===== src/rtl/sd_pkg.sv =====
// Shared types and constants for the SPI-mode SD command path.
// State enum, frame constants, CRC7 polynomial and a frame helper.
package sd_pkg;

    typedef enum logic [2:0] {
        IDLE,
        PRE,
        SEND,
        POLL,
        CAPT,
        DONE
    } sd_state_e;

    localparam int         CMD_BITS   = 48;
    localparam logic [1:0] START_BITS = 2'b01;
    localparam logic [7:0] R1_TIMEOUT = 8'hFF;
    // x^7 + x^3 + 1 with the x^7 term implicit
    localparam logic [6:0] CRC7_POLY  = 7'h09;

    // Full 48-bit command frame as it appears on mosi, MSB first.
    function automatic logic [CMD_BITS-1:0] sd_frame(
        input logic [5:0]  idx,
        input logic [31:0] arg,
        input logic [6:0]  crc
    );
        return {START_BITS, idx, arg, crc, 1'b1};
    endfunction

endpackage


===== src/rtl/sd_crc7_serial.sv =====
// Bit-serial CRC7 (x^7+x^3+1, init 0), one bit per enabled clk.
// Ports: clk, rst_n (async low), clr, en, bit_in -> crc[6:0].
module sd_crc7_serial
    import sd_pkg::*;
(
    input  logic       clk,
    input  logic       rst_n,
    input  logic       clr,
    input  logic       en,
    input  logic       bit_in,
    output logic [6:0] crc
);

    logic [6:0] r_crc;
    logic       w_fb;

    assign w_fb = bit_in ^ r_crc[6];

    always_ff @(posedge clk or negedge rst_n) begin
        if (!rst_n) begin
            r_crc <= '0;
        end else if (clr) begin
            r_crc <= '0;
        end else if (en) begin
            r_crc <= {r_crc[5:0], 1'b0} ^ (w_fb ? CRC7_POLY : 7'h00);
        end
    end

    assign crc = r_crc;

endmodule


===== src/rtl/sd_spi_cmd_master.sv =====
// Host SPI-mode SD command engine: frames {index,arg,crc7}, polls R1.
// Ports: cmd_valid/ready/index/arg in, rsp_valid/r1/timeout out,
//        busy, and the SPI pins sclk/mosi/miso/cs_n (mode 0).
module sd_spi_cmd_master
    import sd_pkg::*;
#(
    parameter int CLK_DIV = 4,
    parameter int NCR_MAX = 8
) (
    input  logic        clk,
    input  logic        rst_n,
    input  logic        cmd_valid,
    output logic        cmd_ready,
    input  logic [5:0]  cmd_index,
    input  logic [31:0] cmd_arg,
    output logic        rsp_valid,
    output logic [7:0]  rsp_r1,
    output logic        rsp_timeout,
    output logic        busy,
    output logic        sclk,
    output logic        mosi,
    input  logic        miso,
    output logic        cs_n
);

    localparam int DIV_W    = $clog2(CLK_DIV + 1);
    localparam int POLL_MAX = NCR_MAX * 8;
    localparam int POLL_W   = $clog2(POLL_MAX + 1);

    localparam logic [DIV_W-1:0]  DIV_LAST  = DIV_W'(CLK_DIV - 1);
    localparam logic [POLL_W-1:0] POLL_LAST = POLL_W'(POLL_MAX - 1);

    sd_state_e           r_state, w_state_n;
    logic [DIV_W-1:0]    r_div, w_div_n;
    logic                r_sclk, w_sclk_n;
    logic                r_mosi, w_mosi_n;
    logic                r_cs_n, w_cs_n_n;
    logic [5:0]          r_idx, w_idx_n;
    logic [31:0]         r_arg, w_arg_n;
    logic [5:0]          r_bit, w_bit_n;
    logic [POLL_W-1:0]   r_poll, w_poll_n;
    logic [5:0]          r_shift, w_shift_n;
    logic [7:0]          r_r1, w_r1_n;
    logic                r_to, w_to_n;

    logic                w_idle;
    logic                w_tick;
    logic                w_rise;
    logic                w_fall;
    logic [CMD_BITS-1:0] w_frame;
    logic [5:0]          w_nxt;
    logic [6:0]          w_crc;
    logic                w_crc_clr;
    logic                w_crc_en;
    logic                w_crc_bit;

    sd_crc7_serial u_crc (
        .clk    (clk),
        .rst_n  (rst_n),
        .clr    (w_crc_clr),
        .en     (w_crc_en),
        .bit_in (w_crc_bit),
        .crc    (w_crc)
    );

    assign w_idle  = (r_state == IDLE);
    assign w_tick  = !w_idle && (r_div == DIV_LAST);
    assign w_rise  = w_tick && !r_sclk;
    assign w_fall  = w_tick && r_sclk;
    // Bits 47..8 never depend on the CRC, so reading the live CRC
    // register here is safe: it is final before bit 7 is needed.
    assign w_frame = sd_frame(r_idx, r_arg, w_crc);
    // Index of the bit that follows the one currently on mosi.
    assign w_nxt   = 6'd46 - r_bit;

    always_comb begin
        w_state_n = r_state;
        w_div_n   = (w_idle || w_tick) ? '0 : r_div + DIV_W'(1);
        w_sclk_n  = w_tick ? ~r_sclk : r_sclk;
        w_mosi_n  = r_mosi;
        w_cs_n_n  = r_cs_n;
        w_idx_n   = r_idx;
        w_arg_n   = r_arg;
        w_bit_n   = r_bit;
        w_poll_n  = r_poll;
        w_shift_n = r_shift;
        w_r1_n    = r_r1;
        w_to_n    = r_to;
        w_crc_clr = 1'b0;
        w_crc_en  = 1'b0;
        w_crc_bit = 1'b0;

        unique case (r_state)
            IDLE: begin
                w_sclk_n = 1'b0;
                if (cmd_valid) begin
                    w_idx_n   = cmd_index;
                    w_arg_n   = cmd_arg;
                    w_crc_clr = 1'b1;
                    w_cs_n_n  = 1'b0;
                    w_mosi_n  = 1'b1;
                    w_bit_n   = '0;
                    w_poll_n  = '0;
                    w_state_n = PRE;
                end
            end
            PRE: begin
                if (w_fall) begin
                    if (r_bit == 6'd7) begin
                        w_mosi_n  = w_frame[CMD_BITS-1];
                        w_crc_en  = 1'b1;
                        w_crc_bit = w_frame[CMD_BITS-1];
                        w_bit_n   = '0;
                        w_state_n = SEND;
                    end else begin
                        w_bit_n = r_bit + 6'd1;
                    end
                end
            end
            SEND: begin
                if (w_fall) begin
                    if (r_bit == 6'd47) begin
                        w_mosi_n  = 1'b1;
                        w_poll_n  = '0;
                        w_state_n = POLL;
                    end else begin
                        w_mosi_n = w_frame[w_nxt];
                        w_bit_n  = r_bit + 6'd1;
                        // Only the 40 header/argument bits feed the CRC.
                        if (r_bit < 6'd39) begin
                            w_crc_en  = 1'b1;
                            w_crc_bit = w_frame[w_nxt];
                        end
                    end
                end
            end
            POLL: begin
                if (w_rise) begin
                    if (!miso) begin
                        // This 0 is R1 bit 7; seven bits remain.
                        w_shift_n = '0;
                        w_bit_n   = 6'd1;
                        w_state_n = CAPT;
                    end else if (r_poll == POLL_LAST) begin
                        w_r1_n    = R1_TIMEOUT;
                        w_to_n    = 1'b1;
                        w_state_n = DONE;
                    end else begin
                        w_poll_n = r_poll + POLL_W'(1);
                    end
                end
            end
            CAPT: begin
                if (w_rise) begin
                    w_shift_n = {r_shift[4:0], miso};
                    if (r_bit == 6'd7) begin
                        w_r1_n    = {1'b0, r_shift, miso};
                        w_to_n    = 1'b0;
                        w_state_n = DONE;
                    end else begin
                        w_bit_n = r_bit + 6'd1;
                    end
                end
            end
            DONE: begin
                w_div_n   = '0;
                w_sclk_n  = 1'b0;
                w_mosi_n  = 1'b1;
                w_cs_n_n  = 1'b1;
                w_state_n = IDLE;
            end
            default: begin
                w_state_n = IDLE;
            end
        endcase
    end

    always_ff @(posedge clk or negedge rst_n) begin
        if (!rst_n) begin
            r_state <= IDLE;
            r_div   <= '0;
            r_sclk  <= 1'b0;
            r_mosi  <= 1'b1;
            r_cs_n  <= 1'b1;
            r_idx   <= '0;
            r_arg   <= '0;
            r_bit   <= '0;
            r_poll  <= '0;
            r_shift <= '0;
            r_r1    <= R1_TIMEOUT;
            r_to    <= 1'b0;
        end else begin
            r_state <= w_state_n;
            r_div   <= w_div_n;
            r_sclk  <= w_sclk_n;
            r_mosi  <= w_mosi_n;
            r_cs_n  <= w_cs_n_n;
            r_idx   <= w_idx_n;
            r_arg   <= w_arg_n;
            r_bit   <= w_bit_n;
            r_poll  <= w_poll_n;
            r_shift <= w_shift_n;
            r_r1    <= w_r1_n;
            r_to    <= w_to_n;
        end
    end

    assign cmd_ready   = w_idle;
    assign busy        = !w_idle;
    assign rsp_valid   = (r_state == DONE);
    assign rsp_r1      = r_r1;
    assign rsp_timeout = r_to;
    assign sclk        = r_sclk;
    assign mosi        = r_mosi;
    assign cs_n        = r_cs_n;

endmodule

===== config.mk =====
export PLATFORM = sky130hd
export DESIGN_NAME = sd_spi_cmd_master
export DESIGN_NICKNAME = d
export VERILOG_FILES = /design/src/rtl/sd_pkg.sv /design/src/rtl/sd_crc7_serial.sv /design/src/rtl/sd_spi_cmd_master.sv
export SDC_FILE = /design/constraint.sdc
export NUM_CORES = 1
export LEC_CHECK = 0
export BUFFER_PORTS_ARGS = -buffer_cell sky130_fd_sc_hd__buf_2
export CORE_ASPECT_RATIO = 2
export CORE_MARGIN = 3
export CORE_UTILIZATION = 35
export DETAILED_ROUTE_END_ITERATION = 6
export GPL_TIMING_DRIVEN = 0
export PLACE_DENSITY = 0.63
export SYNTH_ARGS = -nofsm -noshare
export SYNTH_HDL_FRONTEND = slang
export SYNTH_SLANG_ARGS = --single-unit
export TNS_END_PERCENT = 5

===== constraint.sdc =====
create_clock -name clk -period 2.2 [get_ports clk]
set_clock_uncertainty 0.1 [all_clocks]
set_input_delay 0.11 -clock clk [delete_from_list [all_inputs] [get_ports clk]]
set_output_delay 0.11 -clock clk [all_outputs]
set_load 0.005 [all_outputs]

; ---- After elaboration in Yosys (flattened, before gate mapping)
; Index checks and enable logic that the tools add are counted.
[totals]
regBits = 82
in_bits = 42
elab_cells = 141
output_inout_bits = 15
[classes]
eq_ne = 24
n_reduce_logical = 23
add_sub_neg = 4
muxes = 72
magnitude_cmp = 2
bitwise = 3
[ops]
columns = op, count
row1 = 6-bit 2-to-1 mux, 12
row2 = 7-bit 2-to-1 mux, 8
row3 = 8-bit 2-to-1 mux, 5
row4 = 3-bit 2-to-1 mux, 12
row5 = 6-bit case mux with 5 select lines, 1
row6 = "2-bit inequality test, second input constant", 14
row7 = 1-bit 2-to-1 mux, 24
row8 = 7-bit case mux with 3 select lines, 1
row9 = 9-bit AND reduction, 2
row10 = 8-bit case mux with 2 select lines, 1
row11 = 3-bit case mux with 5 select lines, 1
row12 = 6-bit case mux with 2 select lines, 1
row13 = "3-bit by 2-bit equality test with 1-bit output, second input constant", 3
row14 = 2-bit nonzero test, 4
row15 = "7-bit by 1-bit adder with 7-bit output, second input constant", 1
row16 = "7-bit by 6-bit equality test with 1-bit output, second input constant", 1
row17 = "6-bit by 7-bit less-than comparator with 1-bit output, second input constant", 1
row18 = 7-bit AND reduction, 1
row19 = 7-bit bitwise XOR, 1
row20 = "6-bit by 1-bit adder with 6-bit output, second input constant", 1
row21 = 1-bit binary-select mux with 6-bit select, 1
row22 = "3-bit equality test, second input constant", 2
row23 = "6-bit by 3-bit equality test with 1-bit output, second input constant", 1
row24 = "6-bit equality test, second input constant", 1
row25 = other kinds (22), 28

; ---- Longest topological paths before layout
; Gate-level depths: netlist of run 1.
[logic_depth]
word_depth = 12
depth_mapped = 10
depth_no_buf = 9

; ---- By module
; Synthesis of run 1 repeated with hierarchy kept, for this count alone.
[unflattened]
hier_cells = 367
area_unflattened_um2 = 4200.3
[modules_own_cells]
columns = mod, area_per_inst_um2, cells_per_inst, instances, seq_area_each_um2
row1 = sd_spi_cmd_master, 3892.5, 339, 1, 1889.3
row2 = sd_crc7_serial, 307.8, 28, 1, 175.2

; ---- Least setup slack after synthesis of run 1
; No wires, ideal clock.
[synth_path]
path_kind = register to register
from = register r_bit[1]
to = register u_crc.r_crc[3], in the netlist u_crc.crc[3]
synth_period_minus_slack_ns = 2.403
arrival_time_ns = 2.211
slack_ns = -0.203
path_stages_with_launch = 10
cell_sequence = dfrtp_1 > ha_1 > buf_2 > nand2_1 > a211oi_1 > o311ai_2 > or2_1 > a31o_1 > o21a_1 > o31ai_2
[synth_between]
elab_chain_len = 12
[synth_rtl]
columns = element, line
row1 = start: declaration, sd_spi_cmd_master.sv:40  ; logic [5:0] r_bit, w_bit_n;
row2 = start signal: assignment, sd_spi_cmd_master.sv:200  ; r_bit <= w_bit_n;
row3 = 6-bit subtractor, sd_spi_cmd_master.sv:74  ; assign w_nxt = 6'd46 - r_bit;
row4 = 1-bit binary-select mux with 6-bit select, sd_spi_cmd_master.sv:132  ; w_crc_bit = w_frame[w_nxt];
row5 = 1-bit 2-to-1 mux (implied by the code), sd_spi_cmd_master.sv:132
row6 = 1-bit 2-to-1 mux, sd_spi_cmd_master.sv:130  ; if (r_bit < 6'd39) begin
row7 = 1-bit 2-to-1 mux, sd_spi_cmd_master.sv:122  ; if (r_bit == 6'd47) begin
row8 = 1-bit 2-to-1 mux, sd_spi_cmd_master.sv:121  ; if (w_fall) begin
row9 = 1-bit 2-to-1 mux, --
row10 = 1-bit bitwise XOR, sd_crc7_serial.sv:17  ; assign w_fb = bit_in ^ r_crc[6];
row11 = 4-bit 2-to-1 mux, sd_crc7_serial.sv:25  ; r_crc <= {r_crc[5:0], 1'b0} ^ (w_fb ? CRC7_POLY : 7'h00);
row12 = 7-bit bitwise XOR, sd_crc7_serial.sv:25
row13 = 7-bit 2-to-1 mux, sd_crc7_serial.sv:24  ; end else if (en) begin
row14 = 7-bit 2-to-1 mux, sd_crc7_serial.sv:22  ; end else if (clr) begin
row15 = end signal: assignment, sd_crc7_serial.sv:25
row16 = end: declaration, sd_crc7_serial.sv:14  ; logic [6:0] r_crc;
; Several ways; a longest one is shown, not always the timed one. The select of a mux whose other input is x is not followed.
; A chain may end at the register's enable or synchronous reset.

; ---- Worst setup path in the final report of run 1
; Same ends and word-level chain as after synthesis.

==> run metrics, run 1 <==
hold endpoint rsp_r1[0]$_DFFE_PN1P_; Yosys top cell area share 0.411; worst-path maximum fanout 7; ranking of synthesized cells by area dfrtp_1 41%, nand2_1 12%, dfstp_2 6.0%; worst skew pair latency 340 ps; vias in the first global route 3982; most frequent cell after synthesis nand2_1; Seq cells post-synth 82; Remaining DRCs 0; Via Count 3860; Post-Synth XOR/XNOR Area 0.0154; PwrDens 1200 nW/um2; ratio of cells with drive above 1 in the final layout 0.274; area of the die 14000 um2; average cell area after synthesis 9.16 um2; Peak VDD IR 0.000662 V; input/output buffers 56; Placed Cells 683; routed wire length 11.2 mm; post-synthesis async set-or-reset flop share 1.00; Comb pwr share 0.458; R2R Setup Slk -270 ps; DRT iter0 DRCs 134; CP Capture Type flop; Psw 2650 uW; first-pass GRT wire length 19.0 mm; largest family of logic cells by synthesized area simple AND/OR/NAND/NOR gates; Cell Area, Synth 4390 um2; Core ar. 12200 um2; clk slew on worst S/H paths 60 ps; Post-synth EDFFs 0; Synth Area in Adders 0.0143; routability congestion estimate 0.822; Period minus WS final 2470 ps; ys flop type dfrtp_1; Routed Antenna Nets 0; switching portion of total power 0.371; status complete, but fails checks; initial antenna violation count 0; clock share of power 0.227; Cell Count, Final, Fillers Out 746; nets@finish 641; dpl ws -424 ps; Mapped Nets 526; post-synthesis mux area share 0.0736; startpoint types flop; cell taking the most area after synthesis dfrtp_1; Critical Path AT 2620 ps; final worst slack -270 ps; cell area after layout 5950 um2; CTS H-Tree Depth 3; sequential power share 0.315; I/O Pins 57; final setup TNS -619 ps; Distinct cells, synth 69; CTS tree yes; Synth top cells by count 142 x nand2_1, 72 x dfrtp_1, 31 x nor2_1; slew at the pin with the worst max-slew slack 544 ps; final setup vio count 7; relative slew slack 0.637; Num CTS Buffers 9; reg-to-reg critical path startpoint r_bit[1]$_DFFE_PN0P_; clk sinks 82; total grt overflow 0; die width 85.2 um; Pre-antenna DRT Iters 4; Final period util 1.12; Core Rows 57; Initial Util 0.360; Syn. warnings 0; Via-to-Cell Ratio 5.17; Static Leak 0.00277 uW; Hold WC Path Type input pin to flop; Ant. Diodes 0; post-synthesis sequential area ratio 0.471; Root Driver clkbuf_16; cell internal pwr 4510 uW; dpl cell area 4970 um2; Mapped Cells 479; Post-Synth Simple-Gate Area 0.221; Critical R2R Capture u_crc.crc[3]$_DFFE_PN0P_; die boundary height 164 um; HP Start miso; Max-Cap Viols 0; CP Class flop to flop; worst path required time 2350 ps; Wirelength per Cell 15.0 um; largest net degree at the start of global routing 56; max-slew violation count 0; Synth Area in Compound Gates 0.153; Area Overhead vs Synth 35.6%; dpl hpwl 7.88 mm; Max clock buf depth 2; cells on worst reg2reg path 8; Hold Path Stages 3; FMAX 405 MHz; RSZ-0062 raised after global routing yes; failing checks negative setup slack; Final Hold Fails 0; GRT Overall Usage 0.170
cell type report:
| type | count | area [um2] |
|---|---|---|
| Buffer | 28 | 210 |
| Fill cell | 1136 | 6250 |
| Clock buffer | 11 | 233 |
| Sequential cell | 82 | 2070 |
| Tap cell | 147 | 184 |
| Inverter | 17 | 63.8 |
| Multi-Input combinational cell | 351 | 2300 |
| Timing Repair Buffer | 105 | 800 |
| Clock inverter | 5 | 85.1 |
routing by layer:
metal | GRT usage | vias to the layer above | part of all wire
met3 | 0.0316 | 23 | 0.038
met4 | 0.0742 | 0 | 0.030
met1 | 0.180 | 1854 | 0.38
met2 | 0.321 | 101 | 0.55
li1 | - | 1882 | -
met5 | 0 | - | 0
power groups by stage:
stage | clock (uW) | sequential, uW | combinational (uW)
after floorplan | 0 | 2180 | 2120
after global placement | 0 | 2240 | 2730
after detailed placement | 0 | 2270 | 2790
after CTS | 1660 | 2240 | 3210
after global routing | 1720 | 2310 | 3610
final | 1620 | 2260 | 3280
cells by family (layout without fill, tap and decap cells):
| group | count (synthesis) | in the layout |
|---|---|---|
| mux | 19 | 19 |
| buf+inv | 46 | 166 |
| xor+xnor | 6 | 6 |
| compound gates | 96 | 96 |
| flops | 82 | 82 |
| simple gates | 225 | 225 |
| fa+ha+maj | 5 | 5 |
timing repair:
action                                 4_1_cts  5_1_grt
pin swaps                                   11        5
buffers inserted                             6        2
setup endpoints to repair                   60       74
cloned                                       1        0
hold buffers                                39        0
gates resized for setup                     45       22
endpoints found under the hold margin      110        0
placed cells by master, fill, tap and decap left out, types with 4 or more instances in the layout:
cell type	n
a31oi_1	4
buf_4	7
a21o_1	4
clkbuf_1	7
mux2i_1	6
a21oi_1	9
o31ai_1	7
and3_1	4
clkbuf_2	7
inv_1	16
clkbuf_16	9
nand2b_1	4
nor2_1	28
nand3_1	14
dfstp_2	10
o21a_1	4
nand2_1	140
dfrtp_1	70
o21ai_1	10
buf_6	4
buf_2	58
mux4_2	10
a22o_1	6
dlygate4sd3_1	39
nor3_1	4
o21ai_0	21
critical path, stage by stage (launching register included):
cell and delay (ps):
dfrtp_2 460, ha_4 210, xor2_4 400, and2_4 240
o311ai_4 90, or2_1 250, a31o_1 220, o21a_1 190
o31ai_2 210
flip-flops by register name (all words and copies together) (netlist names):
name	cells
mosi	1
rsp_timeout	1
sclk	1
r_div	3
r_bit	6
r_idx	6
r_shift	6
rsp_r1	8
r_state	3
r_poll	7
u_crc.crc	7
r_arg	32
cs_n	1
per-stage QoR:
step	hold WS, ps	power [uW]	utilization
floorplan	-286	4290	-
global placement	201	4970	0.405
detailed placement	-31.5	5060	0.408
CTS	21.6	7110	0.483
global route	40.4	7650	0.488
finish	31.3	7160	0.488
worst max path at each step:
stage                     startpoint                       end  slack [ps]  depth (start not counted)
4_1_cts         r_bit[0]$_DFFE_PN0P_  u_crc.crc[3]$_DFFE_PN0P_        -290                         10
6_report        r_bit[1]$_DFFE_PN0P_  u_crc.crc[3]$_DFFE_PN0P_        -270                          8
3_5_place_dp      r_div[0]$_DFF_PN0_      r_bit[2]$_DFFE_PN0P_        -420                         10
2_1_floorplan   r_bit[1]$_DFFE_PN0P_  u_crc.crc[3]$_DFFE_PN0P_         -90                          9
3_3_place_gp   r_poll[0]$_DFFE_PN0P_          mosi$_DFFE_PN1P_        -380                          8
5_1_grt         r_bit[0]$_DFFE_PN0P_  u_crc.crc[3]$_DFFE_PN0P_        -390                         10
No activity file was read; power rests on OpenSTA's default activity.
==> inputs of run 2 (changes only) <==
--- a/config.mk
+++ b/config.mk
@@ -11,8 +11,7 @@
 export CORE_UTILIZATION = 35
 export DETAILED_ROUTE_END_ITERATION = 6
 export GPL_TIMING_DRIVEN = 0
-export PLACE_DENSITY = 0.63
+export PLACE_DENSITY = 0.61
 export SYNTH_ARGS = -nofsm -noshare
 export SYNTH_HDL_FRONTEND = slang
 export SYNTH_SLANG_ARGS = --single-unit
-export TNS_END_PERCENT = 5
==> constraint.sdc (replaced) <==
create_clock -name clk -period 3.1 [get_ports clk]
set_clock_uncertainty 0.1 [all_clocks]
set_input_delay 0.155 -clock clk [delete_from_list [all_inputs] [get_ports clk]]
set_output_delay 0.155 -clock clk [all_outputs]
set_load 0.005 [all_outputs]
==> run 2 against run 1 <==
  * The flow now finishes without violations
  * First-iteration DRC count is 17% lower
  * Power shrank 34%
  * Non-clock buffer count is 8 lower
  * Count of clock-buffer cells in the layout is 1 lower
  * Global-route usage is 0.42 points lower
  * Clock power down 25%
  * Routed wire length shrank 1.8%
  * Worst setup slack improved by 490 ps
  * Hold slack better by 23 ps
  * Combinational power decreased by 41%
  * Utilization shrank 2.8 points
  * Critical path type unchanged
  * Largest power group unchanged
==> run metrics, run 2 (synthesis gave the netlist of run 1 again) <==
status complete, no violations (was complete, but fails checks); Period minus WS final 2880 ps (was 2470 ps); CP Capture Type flop (unchanged); slew at the pin with the worst max-slew slack 733 ps (was 544 ps); largest net degree at the start of global routing 72 (was 56); Root Driver clkbuf_16 (unchanged); busiest grt layer met2 (unchanged); final setup TNS 0 ps (was -619 ps); ratio of cells with drive above 1 in the final layout 0.181 (was 0.274); CTS H-Tree Depth 3 (unchanged); Final Hold Fails 0 (unchanged); Core Rows 57 (unchanged); DRT iter0 DRCs 111 (was 134); Ant. Diodes 0 (unchanged); Initial Util 0.360 (unchanged); Max-Cap Viols 0 (unchanged); vias in the first global route 3889 (was 3982); first-pass GRT wire length 18.4 mm (was 19.0 mm); worst path required time 3250 ps (was 2350 ps); most common cell after layout, fill and taps aside nand2_1 (unchanged); Remaining DRCs 0 (unchanged); Pre-antenna DRT Iters 4 (unchanged); dpl hpwl 7.87 mm (was 7.88 mm); Max clock buf depth 2 (unchanged); Final period util 0.928 (was 1.12); Peak VDD IR 0.000516 V (was 0.000662 V); startpoint types flop (unchanged); FILL cells 1157 (was 1136); clk slew on worst S/H paths 60 ps (about the same); relative slew slack 0.507 (was 0.637); Cell Count, Final, Fillers Out 737 (was 746); Routed Antenna Nets 0 (unchanged); Placed Cells 683 (unchanged); worst-path maximum fanout 10 (was 7); die width 85.2 um (unchanged); CTS tree yes (unchanged); Most flops, register r_arg (unchanged); initial antenna violation count 0 (unchanged); met2 Use GR 0.314 (was 0.321); GRT Overall Usage 0.166 (was 0.170); Area Overhead vs Synth 27.8% (was 35.6%); max reg flops 32 (unchanged); CTS Hold Bufs 39 (unchanged); Post-CTS Setup Bufs 0 (was 6); Post-CTS Resized 0 (was 45); Wirelength per Cell 14.9 um (was 15.0 um); CP Class flop to flop (unchanged); routed wire length 11.0 mm (was 11.2 mm); met3 Use GR 0.0251 (was 0.0316); FMAX 348 MHz (was 405 MHz); met1 Resource Use GR 0.179 (was 0.180); routability congestion estimate 0.823 (was 0.822); max-slew violation count 0 (unchanged); nets@finish 633 (was 641); area of the die 14000 um2 (unchanged); commonest cells after routing, fill and taps aside 142 x nand2_1, 72 x dfrtp_1, 58 x buf_2 (was 140 x nand2_1, 70 x dfrtp_1, 58 x buf_2); clk sinks 82 (unchanged); RSZ-0062 raised after global routing no (was yes); Via-to-Cell Ratio 5.12 (was 5.17); final setup vio count 0 (was 7); Num CTS Buffers 9 (unchanged); Core ar. 12200 um2 (unchanged); Via Count 3771 (was 3860); die boundary height 164 um (unchanged); total grt overflow 0 (unchanged); worst skew pair latency 350 ps (was 340 ps); Hold WC Path Type input pin to flop (unchanged); PwrDens 840 nW/um2 (was 1200 nW/um2); Critical Path AT 3030 ps (was 2620 ps); I/O Pins 57 (unchanged); Static Leak 0.00266 uW (was 0.00277 uW); input/output buffers 56 (unchanged)
run 2: changes by cell type in the layout (fill, tap and decap cells not counted), sizes merged:
cell      previous run  this run
buf                 78        69
clkinv               1         3
inv                 18        16
bufinv               2         3
clkinvlp             1         0
run 2: worst max-delay path, cell delays in order (launching register included):
cell,delay (ps)
dfrtp_1,480
ha_1,430
buf_2,310
mux4_2,370
mux2i_1,190
a221o_1,220
mux2i_1,330
nor3_1,120
o31ai_2,240
run 2: path summary, 6_finish.rpt:
| check | startpoint | to | slack, ps | cells past startpoint |
|---|---|---|---|---|
| worst max-delay path | r_bit[1]$_DFFE_PN0P_ | u_crc.crc[3]$_DFFE_PN0P_ | 220 | 8 |
| worst min-delay path | miso | rsp_r1[0]$_DFFE_PN1P_ | 50 | 3 |
| worst max register to register | r_bit[1]$_DFFE_PN0P_ | u_crc.crc[3]$_DFFE_PN0P_ | 220 | 8 |
| worst min register to register | r_div[0]$_DFF_PN0_ | r_div[0]$_DFF_PN0_ | 330 | 1 |
| max in group asynchronous | rst_n | cs_n$_DFFE_PN1P_ | 2160 | 3 |
| min in group asynchronous | rst_n | r_arg[18]$_DFFE_PN0P_ | 110 | 2 |
run 2: stage by stage:
stage	utilization	total power, uW	setup WS [ps]	hold slack, ps	area [um2]
final	0.459	4710	224	54.1	5600
after global routing	0.459	5030	30.4	74.3	5600
after CTS	0.459	4750	206	57.8	5600
after detailed placement	0.400	3490	296	-82.4	4880
after global placement	0.398	3420	290	245	4850
after floorplan	-	2950	697	-241	4390
run 2: area by class of cell:
type / count / area (um2) / area share
Buffer: 29 / 164 / 0.0293
Clock buffer: 10 / 229 / 0.0409
Clock inverter: 5 / 104 / 0.0185
Inverter: 17 / 63.8 / 0.0114
Multi-Input combinational cell: 351 / 2090 / 0.374
Sequential cell: 82 / 2060 / 0.368
Tap cell: 147 / 184 / 0.0328
Timing Repair Buffer: 96 / 701 / 0.125
run 2: layer usage:
layer	part of all wire	up-vias	wire (um)
li1	-	1864	-
met1	0.39	1793	4320
met2	0.54	90	5980
met3	0.032	24	357
met4	0.030	0	327
met5	0	-	0
run 2: where the power goes:
part           internal (uW)  leakage, uW  switching, uW
Combinational            814      0.00145           1100
Sequential              1390      0.00104            182
Clock                    783     0.000163            435
Total                   2990      0.00266           1720
